--- src/rtl/bfly_sched.sv ---
`default_nettype none
// +----------------------------------------------------------------------------+
// | bfly_sched : address/control scheduler for one 256-point butterfly pass,   |
// |              8 stages x 128 butterflies, write-back delayed by WB_LAT.     |
// | Option    : define BFLY_SCHED_HOLD_EN to add the hold (issue pause) port.  |
// | Revision  : 1.0                                                            |
// +----------------------------------------------------------------------------+
module bfly_sched #(
   parameter int WB_LAT = 1
) (
   input  logic       clk,
   input  logic       rst,
   input  logic       start,
`ifdef BFLY_SCHED_HOLD_EN
   input  logic       hold,
`endif
   output logic       busy,
   output logic       done,
   output logic       rd_en,
   output logic [7:0] rd_addr1,
   output logic [7:0] rd_addr2,
   output logic       wr_en,
   output logic [7:0] wr_addr1,
   output logic [7:0] wr_addr2,
   output logic [6:0] bf_i,
   output logic [8:0] bf_n,
   output logic [2:0] stage
);

   localparam logic [1:0] c_gap_last = 2'(WB_LAT - 1);

   typedef enum logic [2:0] {
      ST_IDLE  = 3'd0,
      ST_RUN   = 3'd1,
      ST_GAP   = 3'd2,
      ST_DRAIN = 3'd3,
      ST_DONE  = 3'd4
   } state_t;

   typedef struct packed {
      logic       en;
      logic [7:0] a1;
      logic [7:0] a2;
      logic [6:0] bi;
      logic [8:0] bn;
   } wb_t;

   state_t     r_state, w_state_nxt;
   logic [6:0] r_j, w_j_nxt;
   logic [2:0] r_stage, w_stage_nxt;
   logic [1:0] r_cnt, w_cnt_nxt;
   logic       w_hold;
   logic       w_issue;

   logic [8:0] w_n;
   logic [7:0] w_h;
   logic [6:0] w_hmask;
   logic [6:0] w_i;
   logic [7:0] w_base;
   wb_t        w_rd;
   wb_t        r_pipe [WB_LAT];

`ifdef BFLY_SCHED_HOLD_EN
   assign w_hold = hold;
`else
   assign w_hold = 1'b0;
`endif

   always_ff @(posedge clk or posedge rst) begin
      if (rst) begin
         r_state <= ST_IDLE;
         r_j     <= '0;
         r_stage <= '0;
         r_cnt   <= '0;
      end else begin
         r_state <= w_state_nxt;
         r_j     <= w_j_nxt;
         r_stage <= w_stage_nxt;
         r_cnt   <= w_cnt_nxt;
      end
   end

   // GAP and DRAIN both last exactly WB_LAT cycles, timed by r_cnt
   always_comb begin
      w_state_nxt = r_state;
      w_j_nxt     = r_j;
      w_stage_nxt = r_stage;
      w_cnt_nxt   = r_cnt;
      w_issue     = 1'b0;
      busy        = 1'b0;
      done        = 1'b0;
      case (r_state)
         ST_IDLE: begin
            if (start) begin
               w_state_nxt = ST_RUN;
               w_j_nxt     = '0;
               w_stage_nxt = '0;
               w_cnt_nxt   = '0;
            end
         end
         ST_RUN: begin
            busy = 1'b1;
            if (!w_hold) begin
               w_issue = 1'b1;
               if (r_j == 7'd127) begin
                  w_j_nxt     = '0;
                  w_cnt_nxt   = '0;
                  w_state_nxt = (r_stage == 3'd7) ? ST_DRAIN : ST_GAP;
               end else begin
                  w_j_nxt = r_j + 7'd1;
               end
            end
         end
         ST_GAP: begin
            busy = 1'b1;
            if (r_cnt == c_gap_last) begin
               w_state_nxt = ST_RUN;
               w_stage_nxt = r_stage + 3'd1;
               w_cnt_nxt   = '0;
            end else begin
               w_cnt_nxt = r_cnt + 2'd1;
            end
         end
         ST_DRAIN: begin
            busy = 1'b1;
            if (r_cnt == c_gap_last) begin
               w_state_nxt = ST_DONE;
               w_cnt_nxt   = '0;
            end else begin
               w_cnt_nxt = r_cnt + 2'd1;
            end
         end
         ST_DONE: begin
            done        = 1'b1;
            w_state_nxt = ST_IDLE;
            w_j_nxt     = '0;
            w_stage_nxt = '0;
         end
         default: w_state_nxt = ST_IDLE;
      endcase
   end

   // Group base g*n equals (j with the low log2(h) bits cleared) * 2
   always_comb begin
      w_n     = 9'd256 >> r_stage;
      w_h     = 8'd128 >> r_stage;
      w_hmask = 7'(w_h - 8'd1);
      w_i     = r_j & w_hmask;
      w_base  = {r_j & ~w_hmask, 1'b0};
      w_rd    = '0;
      if (w_issue) begin
         w_rd.en = 1'b1;
         w_rd.a1 = w_base + {1'b0, w_i};
         w_rd.a2 = w_base + 8'(w_n - 9'd1 - {2'b0, w_i});
         w_rd.bi = w_i;
         w_rd.bn = w_n;
      end
   end

   always_ff @(posedge clk or posedge rst) begin
      if (rst) begin
         for (int k = 0; k < WB_LAT; k++) r_pipe[k] <= '0;
      end else begin
         r_pipe[0] <= w_rd;
         for (int k = 1; k < WB_LAT; k++) r_pipe[k] <= r_pipe[k-1];
      end
   end

   assign rd_en    = w_rd.en;
   assign rd_addr1 = w_rd.a1;
   assign rd_addr2 = w_rd.a2;
   assign stage    = r_stage;
   assign wr_en    = r_pipe[WB_LAT-1].en;
   assign wr_addr1 = r_pipe[WB_LAT-1].a1;
   assign wr_addr2 = r_pipe[WB_LAT-1].a2;
   assign bf_i     = r_pipe[WB_LAT-1].bi;
   assign bf_n     = r_pipe[WB_LAT-1].bn;

endmodule
`default_nettype wire

--- config.mk ---
export PLATFORM = sky130hd
export DESIGN_NAME = bfly_sched
export DESIGN_NICKNAME = d
export VERILOG_FILES = /design/src/rtl/bfly_sched.sv
export SDC_FILE = /design/constraint.sdc
export NUM_CORES = 1
export LEC_CHECK = 0
export ABC_AREA = 1
export CELL_PAD_IN_SITES_DETAIL_PLACEMENT = 0
export CELL_PAD_IN_SITES_GLOBAL_PLACEMENT = 1
export CORE_AREA = 2 2 93 95
export CTS_BUF_LIST = sky130_fd_sc_hd__clkbuf_4
export DETAILED_ROUTE_END_ITERATION = 7
export DIE_AREA = 0 0 95 97
export PLACE_DENSITY_LB_ADDON = 0.15
export SYNTH_ARGS = -nofsm -noshare
export SYNTH_HDL_FRONTEND = slang
export SYNTH_SLANG_ARGS = --single-unit
--- constraint.sdc ---
create_clock -name clk -period 4 [get_ports clk]
set_input_delay 0.8 -clock clk [delete_from_list [all_inputs] [get_ports clk]]
set_output_delay 0.8 -clock clk [all_outputs]
set_load 0.02 [all_outputs]
# After elaboration in Yosys (flattened, before gate mapping)
# Index checks and enable logic that the tools add are counted.
[word_totals]
ff_bits = 48
latch_bits = 0
ram_bits = 0
mem_bits_ro = 0
word_cells = 63
memories = 0
[op_classes]
n_addsub = 8
mul = 0
n_div = 0
n_lt_le_gt_ge = 0
n_eq_ne = 10
n_shift = 2
muxes = 20
bitwise_logic = 3
reduce_logical = 11
[ops]
columns = ["op", "n"]
rows = [
  ["$mux W33", 1],
  ["$pmux W7 S3", 1],
  ["$mux W3", 6],
  ["$and A7 B7 Y7", 2],
  ["$mux W7", 2],
  ["$pmux W3 S4", 1],
  ["$pmux W3 S3", 1],
  ["$reduce_bool A3 Y1", 3],
  ["$shr A9 B3 Y9 const A", 1],
  ["$add A8 B7 Y8", 1],
  ["$add A8 B8 Y8", 1],
  ["$ne A2 B2 Y1 const B", 4],
  ["$shr A8 B3 Y7 const A", 1],
  ["$sub A8 B1 Y8 const B", 1],
  ["$sub A8 B7 Y8", 1],
  ["$add A7 B1 Y7 const B", 1],
  ["$eq A7 B7 Y1 const B", 1],
  ["$not A7 Y7", 1],
  ["$sub A7 B1 Y7 const B", 1],
  ["$eq A3 B2 Y1 const B", 2],
  ["$eq A3 B3 Y1 const B", 2],
  ["$mux W2", 3],
  ["$pmux W2 S3", 1],
  ["$reduce_and A3 Y1", 2],
  ["10 further kinds", 13],
]

# Depth between registers and ports, before layout
[depth]
ltp_word = 6
ltp_mapped = 23
depth_no_buf = 22

# Worst setup path after synthesis
# Ideal clock, no wire load.
[synth_timing]
path_type = "register -> output"
start = "register r_stage[0] (netlist: stage[0])"
end = "output port rd_addr2[6]"
arrival_ns = 3.324
required_time_ns = 3.200
path_slack_ns = -0.124
stages_incl_launch_ff = 18
path_cell_list = "dfrtp_1 ha_1 ha_1 inv_1 ha_1 xor2_1 nor2_1 fa_1 inv_1 ha_1 inv_1 fa_1 nor2_1 o21ai_0 nand2_1 o21ai_0 a21oi_1 buf_4"
[synth_lines]
columns = ["element", "line", "source"]
rows = [
  ["start, declared", "50", "logic [2:0] r_stage, w_stage_nxt;"],
  ["start signal, assigned", "78", "r_stage <= w_stage_nxt;"],
  ["end, declared", "21", "output logic [7:0] rd_addr2,"],
]

# Final worst setup path
[layout_timing]
start = "register r_stage[0] (netlist: stage[0])"
end = "output port rd_addr2[7]"
[layout_between]
elab_chain_len = 6
word_cells_on_any_way = 10
[layout_lines]
columns = ["element", "line", "source"]
rows = [
  ["$shr A8 B3 Y7", "146", "w_h = 8'd128 >> r_stage;"],
  ["$sub A7 B1 Y7", "147", "w_hmask = 7'(w_h - 8'd1);"],
  ["$and A7 B7 Y7 or $not A7 Y7 (tied branches)", "148, 149", ""],
  ["$sub A8 B7 Y8 or $and A7 B7 Y7 (tied branches)", "154, 149", ""],
  ["$add A8 B8 Y8 *", "154", "w_rd.a2 = w_base + 8'(w_n - 9'd1 - {2'b0, w_i});"],
  ["$mux W33 *", "151", "if (w_issue) begin"],
]
# Every way passes the cells marked *; elsewhere a longest branch is shown, timed or not.

==> impl_results.md <==
- Status: finished with violations
- Failing checks: negative setup slack
- Clk pwr share: 0.338
- Commonest cells after routing, fill and taps aside: buf_4 (84), nand2_1 (59), dfrtp_1 (45)
- Row count: 33
- HPWL after DPL: 4990 um
- IO Pins: 58
- M1 GR Usage: 0.203
- HP Class: reg2reg
- Crit path DAT: 3470 ps
- H-tree Lvls: 2
- CP max-delay cell: fa_1
- TritonCTS Sinks: 46
- Crit end category: output pin
- Worst Tran Pin Value: 960 ps
- Seq/Total Area, Yosys: 0.414
- Leakage: 2.20 nW
- Area of the multi-input gates: 0.00166 mm^2
- Initial antenna violation count: 0
- First-pass GRT wire length: 11800 um
- Final Slew Violations: 0
- Maximum clock rate: 234 MHz
- Worst Path Required: 3200 ps
- Mapped Nets: 373
- Worst setup path class: reg2out
- Met2 global-route usage: 0.285
- Post-Synthesis Cells: 340
- Die area: 0.00922 mm^2
- Seq pwr share: 0.646
- Maximum VDD drop: 0.000107 V
- Most common cell after layout, fill and taps aside: buf_4
- Net Switching: 183 uW
- Slew margin rel.: 0.359
- Nets: 500
- CP cell instances: ha_4, ha_4, inv_4, ha_4, nand2_4, nor2_4, nand3_2, and2_4, nor2_4, inv_2, fa_1, ha_4, a21oi_2, o21ai_2, nor2_2, nand3_1, nand2_1, nor2_2, buf_6
- Fin area: 0.00442 mm^2
- CTS Hold Buffers Added: 0
- IO buf count: 56
- Most numerous cell on the critical path: ha_4
- Buf+Inv Stages, Crit Path: 3
- Post-DP Area: 0.00376 mm^2
- Hold Vio Cnt, Final: 0
- Crit path largest cell delay: 560 ps
- TritonCTS clock tree: yes
- Post-synth cell types: 31
- Die Wd: 95 um
- Total GRT Usage: 0.162
- Clk_lat worst skew: 370 ps
- WHS: 499 ps
- CTS Root Cell: clkbuf_4
- Reg area: 0.00115 mm^2
- Final setup margin: -271 ps
- Final min period: 4270 ps
- Area grow syn2layout: 58.9%
- Synthesized area per cell: 8.18 um^2
- Core ar.: 0.00813 mm^2
- Initial DRC count: 76
- CP Launch Type: flip-flop
- Routed WL: 7130 um
- Fillers: 757
- N_diodes: 0
- DRC viols: 0
- # setup viols final: 5
- Grt met3 use: 0.0296
- RSZ-0062 raised after global routing: yes
- Switching share of power: 0.254
- Worst path top cell family by delay: adder cells
- Largest net degree at the start of global routing: 47
- Final period utilization: 1.07
- Mapped Area: 0.00278 mm^2
- Vias in the first global route: 2577
- Height of the chip: 97 um
- Vias per cell: 4.47
- Grt ovf: 0
- GR peak layer: met2
- Starting density of the core: 0.342
- CTS Buf Count: 5
- WL/cell: 12.5 um
- Worst R2R Setup Slack: 900 ps
- Worst Clk Skew: 13.3 ps
- Internal power: 538 uW
- Drt first pass iters: 4
- Comb pwr share: 0.016
- Layout cell share with drive strength beyond 1: 0.376
- Clk slew on worst S/H paths: 150 ps
- CTS Buffer Depth: 2
- Routability Congestion: 0.781
- Max capacitance violation total: 0
- Power, Total: 720 uW
- Dpl ws: -662 ps
- Synth Register Bits: 46
- Ys Warns: 0
- Final ANT Viol Nets: 0
- Power Density: 163 mW/mm^2
- CP Max Fanout: 4
- Total number of vias: 2561
## power by group through the flow
stage / registers [mW] / logic [mW] / clock network [mW]
6_report: 0.465 / 0.0118 / 0.243
5_1_grt: 0.465 / 0.0146 / 0.277
4_1_cts: 0.465 / 0.0130 / 0.257
3_5_place_dp: 0.474 / 0.0130 / 0
3_3_place_gp: 0.474 / 0.0129 / 0
2_1_floorplan: 0.474 / 0.00857 / 0
## metrics by stage
step | util | instances | TNS [ps]
2_1_floorplan | - | 340 | -5.25
3_3_place_gp | 0.463 | 538 | -2660
3_5_place_dp | 0.463 | 538 | -2970
4_1_cts | 0.529 | 568 | -898
5_1_grt | 0.543 | 573 | -2150
6_report | 0.543 | 573 | -861
## what timing repair did
item	in CTS	in global routing
endpoints found under the setup margin	12	10
setup buffers	25	5
pin swaps	30	7
resized for setup	126	18
## cell usage after synthesis
cell | n | area [um^2]
buf_4 | 18 | 135
nand2_2 | 2 | 12.5
nand3_1 | 20 | 100
ha_1 | 25 | 313
nor2_4 | 1 | 11.3
xor2_1 | 3 | 26.3
clkinv_1 | 2 | 7.51
inv_1 | 47 | 176
o22ai_1 | 1 | 6.26
clkbuf_1 | 2 | 7.51
o21ai_0 | 20 | 100
nor2_1 | 45 | 169
nand2_1 | 64 | 240
a21oi_2 | 1 | 8.76
nand3b_1 | 1 | 7.51
nand4_1 | 1 | 6.26
o32ai_1 | 1 | 8.76
conb_1 | 1 | 3.75
o21ai_2 | 1 | 8.76
inv_2 | 5 | 18.8
a21boi_0 | 2 | 15.0
dfrtp_1 | 46 | 1150
and2_4 | 1 | 8.76
nor3_1 | 5 | 25.0
nor2_2 | 2 | 12.5
fa_1 | 5 | 100
buf_2 | 1 | 5.00
o21a_1 | 1 | 7.51
o21bai_1 | 1 | 7.51
a21oi_1 | 14 | 70.1
nand3_2 | 1 | 10.0
## final cells by class
cell class	instances	area share
well taps	105	0.0297
clock buffers	5	0.00850
inverters	54	0.0481
repair buffers	141	0.272
flip-flops and latches	46	0.261
clock inverters	3	0.00538
multi-input cells	219	0.376
## worst register-to-register path, stage by stage (launching register included)
cell,delay (ps)
dfrtp_2,460
ha_4,180
ha_4,170
inv_4,60
ha_4,150
nand2_4,60
nor2_4,140
nand3_2,90
buf_4,150
buf_4,120
buf_4,120
buf_4,120
buf_4,120
buf_4,120
buf_4,120
buf_4,120
buf_4,120
buf_4,120
buf_4,120
nand3_2,70
nand2_1,50
nand2_1,70
nor2_2,60
buf_4,120
## logic make-up (layout without fill, tap and decap cells)
kind of cell	Yosys count	in the layout	synth area share
buf+inv	75	203	0.126
compound gates	42	42	0.0837
other cells	1	1	0.00135
fa+ha+maj	30	30	0.149
xor+xnor	3	3	0.00945
simple gates	143	143	0.217
flops	46	46	0.414
## layer usage
layer	vias to the layer above	wire length, um
li1	1308	-
met1	1202	3110
met2	43	3720
met3	8	209
met4	0	93
met5	-	0
## state kept, by name, summed over array words and instances (netlist names)
signal,count
wr_en,1
bf_n,8
wr_addr2,8
stage,3
r_j,7
r_state,3
r_cnt,2
wr_addr1,7
bf_i,7
## worst paths after layout
kind,cells after the start,start,end
setup reg to reg,23,stage[0],wr_addr1[7]
max in group asynchronous,2,rst,stage[0]
hold / removal,2,r_cnt[0],r_cnt[0]
hold reg to reg,2,r_cnt[0],r_cnt[0]
min in group asynchronous,2,rst,bf_n[3]
setup / recovery,19,stage[0],rd_addr2[7]
No activity file was read; power rests on OpenSTA's default activity.
